File: config.mk
export PLATFORM = sky130hd
export DESIGN_NAME = alsu_arbiter
export DESIGN_NICKNAME = d
export VERILOG_FILES = /design/src/rtl/alsu_pkg.sv /design/src/rtl/alsu_rr_arbiter.sv /design/src/rtl/alsu_arbiter.sv
export SDC_FILE = /design/constraint.sdc
export NUM_CORES = 1
export LEC_CHECK = 0
export CAP_MARGIN = 10
export CORE_ASPECT_RATIO = 0.7
export CORE_MARGIN = 3
export CORE_UTILIZATION = 39
export CTS_CLUSTER_SIZE = 40
export DETAILED_ROUTE_END_ITERATION = 7
export PLACE_DENSITY = 0.87
export SETUP_SLACK_MARGIN = 0.5
export SYNTH_ARGS = -nofsm -noshare
export SYNTH_HDL_FRONTEND = slang
export SYNTH_SLANG_ARGS = --single-unit
File: constraint.sdc
create_clock -name clk -period 2 [get_ports clk]
set_input_delay 0.5 -clock clk [delete_from_list [all_inputs] [get_ports clk]]
set_output_delay 0.5 -clock clk [all_outputs]
set_load 0.05 [all_outputs]
File: src/rtl/alsu_pkg.sv
// rtl/alsu_pkg.sv - ALSU command format, opcodes and command validity helper
// Contents:
//   alsu_cmd_t  16-bit packed ALSU command, opcode in the top bits
//   OP_*        ALSU opcode values
//   ALSU_NOP    all-zero command (OR of A=0, B=0, result 0)
//   is_invalid  flags opcodes 6/7 and reduction requests on non-logic opcodes
package alsu_pkg;

  typedef struct packed {
    logic [2:0] opcode;
    logic [2:0] a;
    logic [2:0] b;
    logic       cin;
    logic       serial_in;
    logic       direction;
    logic       red_op_a;
    logic       red_op_b;
    logic       bypass_a;
    logic       bypass_b;
  } alsu_cmd_t;

  localparam logic [2:0] OP_OR    = 3'd0;
  localparam logic [2:0] OP_XOR   = 3'd1;
  localparam logic [2:0] OP_ADD   = 3'd2;
  localparam logic [2:0] OP_MULT  = 3'd3;
  localparam logic [2:0] OP_SHIFT = 3'd4;
  localparam logic [2:0] OP_ROT   = 3'd5;

  localparam alsu_cmd_t ALSU_NOP = '0;

  // Reduction is only meaningful for OR/XOR; opcodes above ROT do not exist.
  function automatic logic is_invalid(alsu_cmd_t c);
    return (c.opcode > OP_ROT) ||
           ((c.red_op_a | c.red_op_b) && (c.opcode >= OP_ADD));
  endfunction

endpackage

File: src/rtl/alsu_rr_arbiter.sv
// rtl/alsu_rr_arbiter.sv - combinational round-robin grant with lock override
// Ports:
//   valid       in   NUM_REQ  request lines
//   ptr         in   IDW      highest-priority requester when unlocked
//   lock_en     in   1        grant restricted to lock_owner
//   lock_owner  in   IDW      requester holding the lock
//   grant       out  NUM_REQ  one-hot grant (all zero when nothing granted)
//   grant_id    out  IDW      index of the granted requester
module alsu_rr_arbiter
  import alsu_pkg::*;
#(
  parameter int NUM_REQ = 2,
  parameter int IDW     = 1
) (
  input  logic [NUM_REQ-1:0] valid,
  input  logic [IDW-1:0]     ptr,
  input  logic               lock_en,
  input  logic [IDW-1:0]     lock_owner,
  output logic [NUM_REQ-1:0] grant,
  output logic [IDW-1:0]     grant_id
);

  logic [IDW-1:0] idx;
  logic           found;

  always_comb begin
    grant    = '0;
    grant_id = '0;
    idx      = '0;
    found    = 1'b0;
    if (lock_en) begin
      // Locked: the owner alone may be granted, others stall even if it is idle.
      grant_id          = lock_owner;
      grant[lock_owner] = valid[lock_owner];
    end else begin
      for (int k = 0; k < NUM_REQ; k++) begin
        idx = IDW'((int'(ptr) + k) % NUM_REQ);
        if (!found && valid[idx]) begin
          found      = 1'b1;
          grant[idx] = 1'b1;
          grant_id   = idx;
        end
      end
    end
  end

endmodule

File: src/rtl/alsu_arbiter.sv
// rtl/alsu_arbiter.sv - shares one ALSU between NUM_REQ requesters, routes results back
// Optional feature: ALSU_ARB_INVALID_CHECK_EN (invalid commands become NOP with rsp_err=1)
// Ports:
//   clk, rst                   clock, asynchronous active-high reset
//   req_valid/ready/cmd/lock   per-requester command port (16-bit alsu_cmd_t each)
//   rsp_valid                  per-requester one-cycle result strobe
//   rsp_data, rsp_err          shared result and invalid-command flag
//   A, B, opcode, cin, serial_in, direction, red_op_A, red_op_B, bypass_A, bypass_B
//                              registered ALSU input pins
//   alsu_out                   ALSU result
module alsu_arbiter
  import alsu_pkg::*;
#(
  parameter int NUM_REQ = 2,
  parameter int LATENCY = 2,
  parameter int OUT_W   = 6
) (
  input  logic                  clk,
  input  logic                  rst,
  input  logic [NUM_REQ-1:0]    req_valid,
  output logic [NUM_REQ-1:0]    req_ready,
  input  logic [NUM_REQ*16-1:0] req_cmd,
  input  logic [NUM_REQ-1:0]    req_lock,
  output logic [NUM_REQ-1:0]    rsp_valid,
  output logic [OUT_W-1:0]      rsp_data,
  output logic                  rsp_err,
  output logic [2:0]            A,
  output logic [2:0]            B,
  output logic [2:0]            opcode,
  output logic                  cin,
  output logic                  serial_in,
  output logic                  direction,
  output logic                  red_op_A,
  output logic                  red_op_B,
  output logic                  bypass_A,
  output logic                  bypass_B,
  input  logic [OUT_W-1:0]      alsu_out
);

  localparam int IDW = (NUM_REQ > 1) ? $clog2(NUM_REQ) : 1;

  logic [IDW-1:0]     ptr;
  logic               lock_en;
  logic [IDW-1:0]     lock_owner;
  logic [NUM_REQ-1:0] grant;
  logic [IDW-1:0]     grant_id;
  logic               accept;
  alsu_cmd_t          sel_cmd;
  logic               sel_lock;
  logic               cmd_err;
  alsu_cmd_t          pin_q;

  logic               pipe_vld [LATENCY];
  logic [IDW-1:0]     pipe_id  [LATENCY];
  logic               pipe_err [LATENCY];
  logic               rsp_vld_q;
  logic [IDW-1:0]     rsp_id_q;
  logic               rsp_err_q;

  alsu_rr_arbiter #(
    .NUM_REQ (NUM_REQ),
    .IDW     (IDW)
  ) u_rr (
    .valid      (req_valid),
    .ptr        (ptr),
    .lock_en    (lock_en),
    .lock_owner (lock_owner),
    .grant      (grant),
    .grant_id   (grant_id)
  );

  // Grant only ever covers valid requesters, so any grant bit is an accept.
  assign accept    = |grant;
  assign req_ready = rst ? '0 : grant;

  always_comb begin
    sel_cmd  = ALSU_NOP;
    sel_lock = 1'b0;
    for (int i = 0; i < NUM_REQ; i++) begin
      if (grant[i]) begin
        sel_cmd  = alsu_cmd_t'(req_cmd[i*16 +: 16]);
        sel_lock = req_lock[i];
      end
    end
  end

`ifdef ALSU_ARB_INVALID_CHECK_EN
  assign cmd_err = is_invalid(sel_cmd);
`else
  assign cmd_err = 1'b0;
`endif

  always_ff @(posedge clk or posedge rst) begin
    if (rst) begin
      pin_q      <= ALSU_NOP;
      ptr        <= '0;
      lock_en    <= 1'b0;
      lock_owner <= '0;
      rsp_vld_q  <= 1'b0;
      rsp_id_q   <= '0;
      rsp_err_q  <= 1'b0;
      for (int i = 0; i < LATENCY; i++) begin
        pipe_vld[i] <= 1'b0;
        pipe_id[i]  <= '0;
        pipe_err[i] <= 1'b0;
      end
    end else begin
      // Idle cycles and rejected commands drive NOP so the ALSU output settles to 0.
      pin_q <= (accept && !cmd_err) ? sel_cmd : ALSU_NOP;

      if (accept) begin
        ptr <= (grant_id == IDW'(NUM_REQ - 1)) ? '0 : grant_id + 1'b1;
        if (sel_lock) begin
          lock_en    <= 1'b1;
          lock_owner <= grant_id;
        end else if (lock_en && (lock_owner == grant_id)) begin
          lock_en <= 1'b0;
        end
      end

      pipe_vld[0] <= accept;
      pipe_id[0]  <= grant_id;
      pipe_err[0] <= accept & cmd_err;
      for (int i = 1; i < LATENCY; i++) begin
        pipe_vld[i] <= pipe_vld[i-1];
        pipe_id[i]  <= pipe_id[i-1];
        pipe_err[i] <= pipe_err[i-1];
      end

      // Extra register stage lines the strobe up with the edge the ALSU updates out.
      rsp_vld_q <= pipe_vld[LATENCY-1];
      rsp_id_q  <= pipe_id[LATENCY-1];
      rsp_err_q <= pipe_vld[LATENCY-1] & pipe_err[LATENCY-1];
    end
  end

  always_comb begin
    rsp_valid = '0;
    for (int i = 0; i < NUM_REQ; i++) begin
      if (rsp_vld_q && (rsp_id_q == IDW'(i))) rsp_valid[i] = 1'b1;
    end
  end

  assign rsp_data = alsu_out;
  assign rsp_err  = rsp_err_q;

  assign opcode    = pin_q.opcode;
  assign A         = pin_q.a;
  assign B         = pin_q.b;
  assign cin       = pin_q.cin;
  assign serial_in = pin_q.serial_in;
  assign direction = pin_q.direction;
  assign red_op_A  = pin_q.red_op_a;
  assign red_op_B  = pin_q.red_op_b;
  assign bypass_A  = pin_q.bypass_a;
  assign bypass_B  = pin_q.bypass_b;

endmodule
==> metrics.md <==
| Metric | Value |
|---|---|
| Clock Skew | 0.00443 ns |
| Grt ovf | 0 |
| DRT Pass-1 Iters | 4 |
| Clock root buffer master | clkbuf_8 |
| Tcrit/Tclk final | 99.7% |
| Crit end category | output pin |
| Initial Util | 41.6% |
| # diodes | 0 |
| Crit path DAT | 1.49 ns |
| Fraction of power spent switching nets | 47.4% |
| CTS tree | yes |
| H-tree Lvls | 1 |
| Clock transition at path regs | 0.09 ns |
| Tightest Hold Check Type | flop to flop |
| Main area contributors after synthesis | dfrtp_1 (46%), o31ai_1 (9.5%), a211oi_2 (9.3%) |
| Sequential-to-total area share from yosys stat | 46.5% |
| Cell accounting for the most synthesized area | dfrtp_1 |
| Via density | 5.59 |
| Global placer's final weighted congestion | 0.814 |
| PD cells | 1300 nW/um2 |
| Post-synth top area share | 46.5% |
| DR iter-0 viols | 66 |
| All-Layer GR Usage | 20.3% |
| Die Span X | 76.2 um |
| YS warnings | 0 |
| Final Hold Viols | 0 |
| CP max FO | 3 |
| Maxcap violations | 0 |
| DR WL/cell | 19.7 um |
| # IOs | 71 |
| Global-route wire length before repair | 6610 um |
| Yosys reg bits | 25 |
| RSZ-0062 raised after global routing | yes |
| # port buffers | 57 |
| Initial antenna violation count | 0 |
| Reg power frac | 24.0% |
| Most frequent cells in the layout | clkdlybuf4s50_1 (34), dfrtp_1 (23), buf_4 (19), nand4_1 (16) |
| Pleak | 0.000994 uW |
| WHS | 0.349 ns |
| Clk sinks | 25 |
| Outcome | completed |
| Row count | 17 |
| Mapped cell area | 1350 um2 |
| Post-DRT Antenna Nets | 0 |
| Die Height | 55.2 um |
| Slew Limit Fails | 0 |
| Die ar. | 4200 um2 |
| Synthesized area per cell | 10.9 um2 |
| Primary FF master, synth | dfrtp_1 |
| Layout Area Growth over Synthesis | 86.2% |
| Fin util | 77.6% |
| Int Pwr | 1720 uW |
| Fill cells | 182 |
| DR DRC count | 0 |
| Final WL | 4770 um |
| Seq. cell area | 628 um2 |
| Final layout net count | 240 |
| Post-CTS Hold Buffers | 0 |
| Crit path time final | 1.99 ns |
| FMAX | 0.502 GHz |
| Final setup viols | 0 |
| Post-DP HPWL | 3060 um |
| Ys async rst share | 100% |
| Comb power frac | 66.6% |
| Startpoint types | flop |
| Distinct cell type count after synthesis | 30 |
| Peak VDD IR | 0.988 mV |
| Crit path required time | 1.50 ns |
| Crit path kind | flop to output pin |
| Post-Synthesis Cells | 123 |
| Largest net degree at the start of global routing | 26 |
| Clk Latency, worst-skew pair | 0.27 ns |
| Multi-input gate area | 870 um2 |
| Clock power frac | 9.4% |
| Commonest non-fill, non-tap cell in the layout | clkdlybuf4s50_1 |
| Worst-case clock buffer depth | 2 |
| DR vias | 1,353 |
| Switching Power | 1550 uW |
| Syn Nets | 167 |
| Number of synthesized flops with an enable pin | 0 |
| Fraction of layout cells with a size suffix above 1 | 52.8% |
| CTS buffer count | 3 |
| Core Footprint | 3230 um2 |
| Vias in the first global route | 1,285 |
==> cell usage after synthesis (all sizes together), types with 2 or more instances <==
cell type	n
a211oi	16
clkbuf	2
dfrtp	25
nand2	5
inv	2
o21ai	2
buf	18
nand4	16
nor2b	2
nor2	5
o31ai	17
==> path summary, 6_finish.rpt <==
kind,startpoint,endpoint,slack [ns],depth (start not counted)
setup / recovery,lock_en,req_ready[1],0.006,5
hold / removal,pipe_id[1],pipe_id[0],0.35,0
setup reg to reg,lock_en,B[1],0.33,8
hold reg to reg,pipe_id[1],pipe_id[0],0.35,0
max in group asynchronous,rst,ptr,1.21,3
min in group asynchronous,rst,B[0],0.52,3
==> logic make-up after synthesis <==
group                  after synthesis  synth area share (%)
buffers and inverters               23                  11.3
DFF                                 25                  46.5
other                                1                 0.279
AOI/OAI and AO/OA                   39                  26.1
and+or+nand+nor                     34                  15.1
muxes                                1                 0.744
==> area by class of cell <==
type	instances	share of cell area, %
well taps	47	2.35
multi-input cells	75	34.7
inverters	3	0.449
flip-flops and latches	25	25.0
repair buffers	88	35.6
clock buffers	3	1.65
clock inverters	1	0.200
==> worst max-delay path, stage by stage, from the launching register on <==
cell and delay [ns]:
dfrtp_1 0.41, buf_6 0.14, or3b_4 0.39, nand3_4 0.10, nor2_4 0.04, buf_12 0.15
==> through the flow <==
stage / instances / total power, uW / setup TNS, ns / setup WS, ns / instance area [um2]
detailed placement: 224 / 2380 / -1.35 / -0.237 / 2020
CTS: 231 / 2810 / 0 / 0.00725 / 2180
global route: 242 / 3410 / -0.0278 / -0.0278 / 2510
finish: 242 / 3260 / 0 / 0.00648 / 2510
global placement: 224 / 2320 / -0.457 / -0.174 / 2020
floorplan: 123 / 1880 / 0 / 0.179 / 1400
==> sequential cells by signal (all words and copies together) (netlist names), 2 cells and up <==
register,cells
pipe_vld,2
opcode,3
B,3
pipe_id,2
A,3
==> power by group through the flow <==
stage | Clock [uW] | Sequential, uW | Combinational, uW
2_1_floorplan | 0 | 1160 | 718
3_3_place_gp | 0 | 773 | 1550
3_5_place_dp | 0 | 780 | 1600
4_1_cts | 312 | 783 | 1720
5_1_grt | 333 | 797 | 2280
6_report | 307 | 782 | 2180
==> per-layer routing <==
layer	up-vias	global-route usage (%)	wire length, um
li1	610	-	-
met1	671	26.3	2010
met2	64	35.1	2400
met3	8	5.02	270
met4	0	5.12	88
met5	-	0	0
==> what timing repair did <==
item | in CTS | in global routing
pin swaps | 3 | 23
buffers inserted | 3 | 11
setup endpoints to repair | 40 | 30
resized for setup | 61 | 69
Power figures use the tool's default switching activity.
